$ cat config.mk
export PLATFORM = sky130hd
export DESIGN_NAME = seven_seg_scan
export DESIGN_NICKNAME = d
export VERILOG_FILES = /design/src/rtl/seven_seg_scan.sv
export SDC_FILE = /design/constraint.sdc
export NUM_CORES = 1
export LEC_CHECK = 0
export ABC_AREA = 1
export CORE_ASPECT_RATIO = 2
export CORE_MARGIN = 10
export CORE_UTILIZATION = 35
export DETAILED_ROUTE_END_ITERATION = 8
export PLACE_DENSITY = 0.57
export SYNTH_ARGS = -nofsm -noshare
export SYNTH_HDL_FRONTEND = slang
export SYNTH_SLANG_ARGS = --single-unit
export TNS_END_PERCENT = 30
$ cat constraint.sdc
create_clock -name clk -period 3.2 [get_ports clk]
set_input_delay 0.64 -clock clk [delete_from_list [all_inputs] [get_ports clk]]
set_output_delay 0.64 -clock clk [all_outputs]
set_load 0.02 [all_outputs]
$ cat src/rtl/seven_seg_scan.sv
// Four-digit multiplexed seven-segment scanner: sign, hundreds, tens and ones, with frame-aligned digit updates.
// Define SEVEN_SEG_BLANK_EN to blank leading zeros on the hundreds and tens digits.
module seven_seg_scan #(
  parameter int REFRESH_DIV = 100000
) (
  input  logic       clk,
  input  logic       reset,
  input  logic [3:0] hundreds,
  input  logic [3:0] tens,
  input  logic [3:0] ones,
  input  logic       negative,
  input  logic       load,
  output logic [3:0] an,
  output logic [6:0] seg,
  output logic       frame
);

  localparam int TICK_W = (REFRESH_DIV > 2) ? $clog2(REFRESH_DIV) : 1;
  localparam logic [TICK_W-1:0] TICK_LAST = TICK_W'(REFRESH_DIV - 1);

  localparam logic [6:0] SEG_BLANK = 7'b1111111;
  localparam logic [6:0] SEG_MINUS = 7'b0111111;
  localparam logic [6:0] SEG_ERR   = 7'b0000110;

  logic [TICK_W-1:0] tick;
  logic [1:0]        idx;

  logic [3:0] h_p0, t_p0, o_p0;
  logic       neg_p0;
  logic       vld_p0;

  logic [3:0] h_p1, t_p1, o_p1;
  logic       neg_p1;

  logic       tick_end;
  logic       wrap;
  logic       blank_h;
  logic       blank_t;
  logic [3:0] an_nxt;
  logic [6:0] seg_nxt;

  function automatic logic [6:0] enc_digit(input logic [3:0] d);
    logic [6:0] s;
    case (d)
      4'd0:    s = 7'b1000000;
      4'd1:    s = 7'b1111001;
      4'd2:    s = 7'b0100100;
      4'd3:    s = 7'b0110000;
      4'd4:    s = 7'b0011001;
      4'd5:    s = 7'b0010010;
      4'd6:    s = 7'b0000010;
      4'd7:    s = 7'b1111000;
      4'd8:    s = 7'b0000000;
      4'd9:    s = 7'b0010000;
      default: s = SEG_ERR;
    endcase
    return s;
  endfunction

  assign tick_end = (tick == TICK_LAST);
  assign wrap     = tick_end && (idx == 2'd3);

`ifdef SEVEN_SEG_BLANK_EN
  assign blank_h = (h_p1 == 4'd0);
  assign blank_t = blank_h && (t_p1 == 4'd0);
`else
  assign blank_h = 1'b0;
  assign blank_t = 1'b0;
`endif

  always_comb begin
    an_nxt  = 4'b1111;
    seg_nxt = SEG_BLANK;
    an_nxt[idx] = 1'b0;
    case (idx)
      2'd0: seg_nxt = enc_digit(o_p1);
      2'd1: seg_nxt = blank_t ? SEG_BLANK : enc_digit(t_p1);
      2'd2: seg_nxt = blank_h ? SEG_BLANK : enc_digit(h_p1);
      default: seg_nxt = neg_p1 ? SEG_MINUS : SEG_BLANK;
    endcase
  end

  always_ff @(posedge clk or posedge reset) begin
    if (reset) begin
      tick   <= '0;
      idx    <= 2'd0;
      h_p0   <= 4'd0;
      t_p0   <= 4'd0;
      o_p0   <= 4'd0;
      neg_p0 <= 1'b0;
      vld_p0 <= 1'b0;
      h_p1   <= 4'd0;
      t_p1   <= 4'd0;
      o_p1   <= 4'd0;
      neg_p1 <= 1'b0;
      an     <= 4'b1111;
      seg    <= SEG_BLANK;
      frame  <= 1'b0;
    end else begin
      tick <= tick_end ? '0 : tick + 1'b1;
      if (tick_end)
        idx <= idx + 2'd1;

      // p0: pending capture; p1: display registers, swapped only at the frame wrap
      if (wrap) begin
        if (load) begin
          h_p1   <= hundreds;
          t_p1   <= tens;
          o_p1   <= ones;
          neg_p1 <= negative;
        end else if (vld_p0) begin
          h_p1   <= h_p0;
          t_p1   <= t_p0;
          o_p1   <= o_p0;
          neg_p1 <= neg_p0;
        end
        vld_p0 <= 1'b0;
      end else if (load) begin
        h_p0   <= hundreds;
        t_p0   <= tens;
        o_p0   <= ones;
        neg_p0 <= negative;
        vld_p0 <= 1'b1;
      end

      // output stage: drive the digit selected before this edge
      an    <= an_nxt;
      seg   <= seg_nxt;
      frame <= wrap;
    end
  end

endmodule

==> summary.md, run 1 <==
| Metric | Value |
|---|---|
| Hold Crit Class | flip-flop to flip-flop |
| R2r setup slk | approximately 1300 ps |
| Detail Route Antenna Nets | 0 |
| Worst clock skew | 4.699 ps |
| GR Util All Layers | 0.1227 |
| RSZ-0062 raised after global routing | no |
| Die width | a little under 90 um |
| Final setup margin | about 1100 ps |
| CP max stage delay | around 600 ps |
| Final layout net count | 474 |
| Setup bufs post-CTS | 0 |
| Sequential area share after synthesis | 0.4345 |
| GPL Wtd Cong | between 0.9 and 1 |
| Placed cell areas | approximately 3700 sq um |
| Clock power share | 0.516 |
| Top_reg_cell synth | dfrtp_1 |
| Least-Margin Pin Slew | slightly above 600 ps |
| Max Transition Viols Final | 0 |
| Setup TNS | 0 ps |
| Buf/Inv on CP | 1 |
| Gate Count Post-Synth | around 400 |
| Max Freq | between 400 and 500 MHz |
| Yosys reg bits | 58 |
| Seq pwr share | 0.436 |
| Max cap viols | 0 |
| Gr ovfl total | 0 |
| Dpl ws | slightly above 1000 ps |
| Slew HR | 0.5884 |
| Vias in the first global route | ~2800 |
| Standard-cell rows | 50 |
| DR vias/cell | roughly 5.1 |
| DRC Markers | 0 |
| Fin. Hold Viols | 0 |
| Largest delay share family, worst path | buffers and inverters |
| WHS | 462.9 ps |
| Crit path max-delay cell type | clkdlybuf4s50_1 |
| R2R depth | 9 |
| Fillcell total | 970 |
| DRT Wirelength | approximately 8000 um |
| Cts bufs inserted | 9 |
| DR pass1 iterations | 4 |
| Pwr dens | about 430 nW/um^2 |
| Iter 0 DRT Violations | about 120 |
| Critical path class | flip-flop to primary output |
| Clk root buf | clkbuf_16 |
| End of the worst register-to-register path | o_p1[0]$_DFFE_PP0P_ |
| H-tree levels | 3 |
| WP data required | 2560 ps |
| Hold_buf cts | 0 |
| Crit path arrival time | about 1400 ps |
| Detailed placement HPWL | approximately 6300 um |
| Leakage | 1.926 nW |
| Setup crit end kind | primary output |
| Worst Setup Start Kind | flip-flop |
| Switching Fraction | 0.2083 |
| Area grow syn2layout | 18.66% |
| Distinct cells, synth | 31 |
| Hold-critical path depth | 1 |
| Yosys warning count | 0 |
| Clk Latency, worst-skew pair | 330 ps |
| First-pass GRT wire length | 13460 um |
| Outcome | finished clean |
| Largest net degree at the start of global routing | 29 |
| Starting Density | 0.3593 |
| Final Cell Area | around 4000 sq um |
| Int Power | between 0.001 and 0.0015 W |
| CTS tree | built |
| Hold endpoint | tick[0]$_DFF_PP0_ |
| Sinks on Clock Net | 58 |
| WL/cell | between 10 and 15 um |
| CP Max Fanout | 1 |
| Die ar. | between 10000 and 15000 sq um |
| Tcrit/Tclk final | 0.6502 |
| Worst R2R Start | tick[0]$_DFF_PP0_ |
| Worst hold start | tick[0]$_DFF_PP0_ |
| Initial antenna violation count | 0 |
| Bufs on Longest Clock Path | 2 |
| Setup-failing EPs final | 0 |
| Mapped Area | 3372 sq um |
| Resized cells post-CTS | 0 |
| Port Buffers | 27 |
| Gate power share | 0.048 |
| Clock period minus final worst setup slack | 2081 ps |
| Asr flop ratio synth | 1.000 |
| N_diodes | 0 |
| Core area | around 9400 sq um |
| Multi-input gate area | roughly 1700 sq um |
| Io pins | 28 |
| CTS clk-pin slew, worst paths | roughly 50 ps |
| Synth Net Count | around 440 |
| NetSw | ~0.00036 W |
| Post-synth EDFFs | 0 |
| Fraction of layout cells with a size suffix above 1 | 0.1276 |
| Flip-flop and latch area | about 1500 sq um |
| Worst vdd ir | between 0.0002 and 0.0003 V |
| Syn Area/Cell | about 8.3 sq um |
| Die height | around 160 um |
| Total number of vias | ~2800 |
| CP cell instances | clkdlybuf4s50_1 |
[power groups by stage]
stage / registers (W) / clock network (W) / logic [W]
2_1_floorplan: 0.000767 / 0 / 0.0000517
3_3_place_gp: 0.000767 / 0 / 0.0000841
3_5_place_dp: 0.000768 / 0 / 0.0000849
4_1_cts: 0.000757 / 0.000916 / 0.0000854
5_1_grt: 0.000758 / 0.000960 / 0.0000937
6_report: 0.000757 / 0.000895 / 0.0000833
[Yosys cell counts, types with 9 or more instances]
master | instances | area [sq um]
dfrtp_1 | 47 | 1176
dfstp_2 | 11 | 289.0
ha_1 | 24 | 300.3
inv_1 | 41 | 153.9
mux2_2 | 13 | 146.4
nand2_1 | 103 | 386.6
nand3_1 | 34 | 170.2
nand4_1 | 20 | 125.1
nor2_1 | 41 | 153.9
nor3_1 | 13 | 65.06
o21ai_0 | 10 | 50.05
xor2_1 | 9 | 78.83
[final cells by class]
| type | instances | share of cell area |
|---|---|---|
| Multi-Input combinational cell | 290 | 0.4131 |
| Timing Repair Buffer | 32 | 0.07692 |
| Tap cell | 104 | 0.03252 |
| Inverter | 43 | 0.04034 |
| Sequential cell | 58 | 0.3662 |
| Clock buffer | 14 | 0.06848 |
| Clock inverter | 2 | 0.002502 |
[sequential cells by signal, indices dropped and copies added, names as in the netlist]
| register | cells |
|---|---|
| an | 4 |
| frame | 1 |
| h_p0 | 4 |
| h_p1 | 4 |
| idx | 2 |
| neg_p0 | 1 |
| neg_p1 | 1 |
| o_p0 | 4 |
| o_p1 | 4 |
| seg | 7 |
| t_p0 | 4 |
| t_p1 | 4 |
| tick | 17 |
| vld_p0 | 1 |
[logic make-up after synthesis]
logic type	Yosys count	share of synthesized area
and+or+nand+nor	223	0.3002
adders and majority gates	24	0.08905
muxes	13	0.04341
DFF	58	0.4345
AOI/OAI and AO/OA	21	0.03414
buffers and inverters	56	0.07532
xor gates and xnor gates	9	0.02338
[layer usage]
metal  GRT usage  vias up  part of all wire
met1      0.1104     1313              0.34
met4     0.07351        0             0.046
li1            -     1379                 -
met5           0        -                 0
met2      0.2282       53              0.58
met3     0.03071       27             0.035
[per-stage QoR]
| stage | cells | total power, W | util |
|---|---|---|---|
| after floorplan | 404 | 0.0008182 | - |
| after global placement | 527 | 0.0008516 | 0.3961 |
| after detailed placement | 527 | 0.0008531 | 0.3961 |
| after CTS | 543 | 0.001758 | 0.4264 |
| after global routing | 543 | 0.001812 | 0.4264 |
| final | 543 | 0.001736 | 0.4264 |
[cell usage in the layout (no fill, tap or decap), types with 3 or more instances in the layout]
master / n
a21oi_1: 8
buf_4: 5
clkbuf_16: 9
clkbuf_8: 3
clkdlybuf4s50_1: 27
dfrtp_1: 47
dfstp_2: 11
ha_1: 24
inv_1: 40
inv_2: 3
mux2_2: 13
nand2_1: 103
nand3_1: 34
nand4_1: 20
nor2_1: 41
nor3_1: 13
o21ai_0: 10
xor2_1: 9
[how the worst max path moves through the flow]
stage / from / end / slack (ps) / depth (start not counted)
5_1_grt: tick[0]$_DFF_PP0_ / t_p1[0]$_DFFE_PP0P_ / 1030 / 9
4_1_cts: an[3]$_DFF_PP1_ / an[3] / 1090 / 1
2_1_floorplan: reset / frame$_DFF_PP0_ / 1150 / 1
3_3_place_gp: load / t_p1[1]$_DFFE_PP0P_ / 1080 / 6
3_5_place_dp: load / o_p1[0]$_DFFE_PP0P_ / 1030 / 6
6_report: an[3]$_DFF_PP1_ / an[3] / 1120 / 1
Power figures use the tool's default switching activity.
==> run 2: changes to the inputs <==
- PLACE_DENSITY: 0.57 -> 0.59
- clock period: 3.2 -> 1.9 ns (I/O delays scaled with it)
==> summary.md, run 2 (synthesis gave the netlist of run 1 again) <==
| Metric | Value |
|---|---|
| Largest register FFs | 17 (unchanged) |
| Largest regs | tick x17, seg x7 (unchanged) |
| Gr ovfl total | 0 (unchanged) |
| Io pins | 28 (unchanged) |
| Sinks on Clock Net | 58 (unchanged) |
| Worst R2R Start | tick[13]$_DFF_PP0_ (was tick[0]$_DFF_PP0_) |
| Total number of vias | 2796 (was 2772) |
| Detail Route Antenna Nets | 0 (unchanged) |
| Overall power | 0.003008 W (was 0.001736 W) |
| Seq pwr share | 0.424 (was 0.436) |
| Hold Crit Class | input port to async pin (was flip-flop to flip-flop) |
| Setup crit end kind | primary output (unchanged) |
| Largest net degree at the start of global routing | 59 (was 29) |
| H-tree levels | 3 (unchanged) |
| Buf/Inv on CP | 1 (unchanged) |
| Die height | 158.8 um (unchanged) |
| Int Power | 0.002381 W (was 0.001374 W) |
| N_diodes | 0 (unchanged) |
| Hold_buf cts | 0 (unchanged) |
| Port Buffers | 27 (unchanged) |
| RSZ-0062 raised after global routing | no (unchanged) |
| GPL Wtd Cong | 0.9412 (was 0.9358) |
| Crit. Startpoint | seg[5]$_DFF_PP1_ (was an[3]$_DFF_PP1_) |
| Fraction of layout cells with a size suffix above 1 | 0.1293 (was 0.1276) |
| CTS clk-pin slew, worst paths | 50 ps (about the same) |
| Final setup margin | 88.11 ps (was 1119 ps) |
| DRT Wirelength | 7998 um (was 7977 um) |
| Least-Margin Pin Slew | 432.2 ps (was 616.4 ps) |
| WP data required | 1520 ps (was 2560 ps) |
| Crit path max-delay cell type | clkdlybuf4s50_1 (unchanged) |
| Worst vdd ir | 0.0004691 V (was 0.0002847 V) |
| DR pass1 iterations | 4 (unchanged) |
| Fin. Hold Viols | 0 (unchanged) |
| Die width | 89.41 um (unchanged) |
| Setup bufs post-CTS | 0 (unchanged) |
| Clk Latency, worst-skew pair | 330 ps (about the same) |
| Largest delay share family, worst path | buffers and inverters (unchanged) |
| Final layout net count | 476 (was 474) |
| Layout Cells excl Fill | 545 (was 543) |
| Detailed placement HPWL | 6121 um (was 6303 um) |
| Placed cells | 529 (was 527) |
| Slew HR | 0.7096 (was 0.5884) |
| Leakage | 1.946 nW (was 1.926 nW) |
| Tcrit/Tclk final | 0.9536 |
| Commonest cells after routing, fill and taps aside | nand2_1 (103), dfrtp_1 (47), nor2_1 (41) (unchanged) |
| GR Util All Layers | 0.1212 (was 0.1227) |
| Initial antenna violation count | 0 (unchanged) |
| Core area | 9384 sq um (unchanged) |
| DRC Markers | 0 (unchanged) |
| Setup TNS | 0 ps (unchanged) |
| Placed cell areas | 3757 sq um (was 3717 sq um) |
| Setup-failing EPs final | 0 (unchanged) |
| First-pass GRT wire length | 13440 um (was 13460 um) |
| Pwr dens | 743.0 nW/um^2 (was 433.8 nW/um^2) |
| Standard-cell rows | 50 (unchanged) |
| DR vias/cell | 5.130 (was 5.105) |
| Switching Fraction | 0.2083 (about the same) |
| CP cell instances | clkdlybuf4s50_1 (unchanged) |
| Worst Setup Start Kind | flip-flop (unchanged) |
| CTS tree | built (unchanged) |
| Outcome | finished clean (unchanged) |
| Vias in the first global route | 2844 (was 2803) |
| Die ar. | 14200 sq um (unchanged) |
| Gate power share | 0.047 (was 0.048) |
| Critical path class | flip-flop to primary output (unchanged) |
| Largest reg by FF count | tick (unchanged) |
| Max Freq | between 500 and 600 MHz |
| WL/cell | 14.68 um (was 14.69 um) |
| Max Transition Viols Final | 0 (unchanged) |
| Dpl ws | 162.1 ps (was 1025 ps) |
| Worst clock skew | 7.988 ps (was 4.699 ps) |
| Clock power share | 0.529 (was 0.516) |
| Max cap viols | 0 (unchanged) |
| Resized cells post-CTS | 0 (unchanged) |
| Starting Density | 0.3593 (unchanged) |
| CP Max Fanout | 1 (unchanged) |
| CP max stage delay | 600 ps (about the same) |
| Clock period minus final worst setup slack | approximately 1800 ps |
| Final Cell Area | 4048 sq um (was 4001 sq um) |
| Crit path arrival time | 1430 ps (was 1440 ps) |
| Area grow syn2layout | 20.04% (was 18.66%) |
| Bufs on Longest Clock Path | 2 (unchanged) |
| Iter 0 DRT Violations | 128 (was 118) |
| Cts bufs inserted | 9 (unchanged) |
| Clk root buf | clkbuf_16 (unchanged) |
| Commonest non-fill, non-tap cell in the layout | nand2_1 (unchanged) |
| NetSw | 0.0006263 W (was 0.0003616 W) |
-- run 2: cell count changes in the layout (fill, tap and decap cells not counted) --
cell and delta:
buf_12 +2, clkbuf_8 -2, bufinv_16 +1, clkbuf_1 +1
-- run 2: layer usage --
| metal | part of all wire | vias to the layer above | global-route usage |
|---|---|---|---|
| li1 | - | 1373 | - |
| met1 | 0.35 | 1325 | 0.1111 |
| met2 | 0.56 | 67 | 0.2219 |
| met3 | 0.038 | 31 | 0.02815 |
| met4 | 0.049 | 0 | 0.07787 |
| met5 | 0 | - | 0 |
-- run 2: worst paths after layout --
path | endpoint | slack, ps | cells after the start
max in group asynchronous | an[1]$_DFF_PP1_ | 1150 | 3
hold / removal | o_p0[2]$_DFFE_PP0P_ | 430 | 3
setup reg to reg | h_p1[2]$_DFFE_PP0P_ | 220 | 6
setup / recovery | seg[5] | 90 | 1
hold reg to reg | tick[0]$_DFF_PP0_ | 460 | 1
min in group clk | tick[0]$_DFF_PP0_ | 460 | 1
-- run 2: layout make-up --
cell class                      count  area [sq um]
Clock inverter                      3         40.04
Clock buffer                       13         250.2
Inverter                           43         161.4
Tap cell                          104         130.1
Sequential cell                    58          1465
Multi-Input combinational cell    290          1653
Fill cell                         950          5336
Timing Repair Buffer               34         347.8
-- run 2: per-stage QoR --
| step | hold WS (ps) | utilization |
|---|---|---|
| 3_3_place_gp | 449.9 | 0.4004 |
| 3_5_place_dp | 455.2 | 0.4004 |
| 6_report | 431.1 | 0.4313 |
| 4_1_cts | 443.1 | 0.4313 |
| 5_1_grt | 460.8 | 0.4313 |
| 2_1_floorplan | 431.0 | - |
-- run 2: power groups by stage --
stage	combinational, W	sequential [W]	clock, W
finish	0.000143	0.00127	0.00159
global route	0.000161	0.00128	0.00168
CTS	0.000147	0.00127	0.00162
detailed placement	0.000146	0.00129	0
global placement	0.000144	0.00129	0
floorplan	0.0000871	0.00129	0
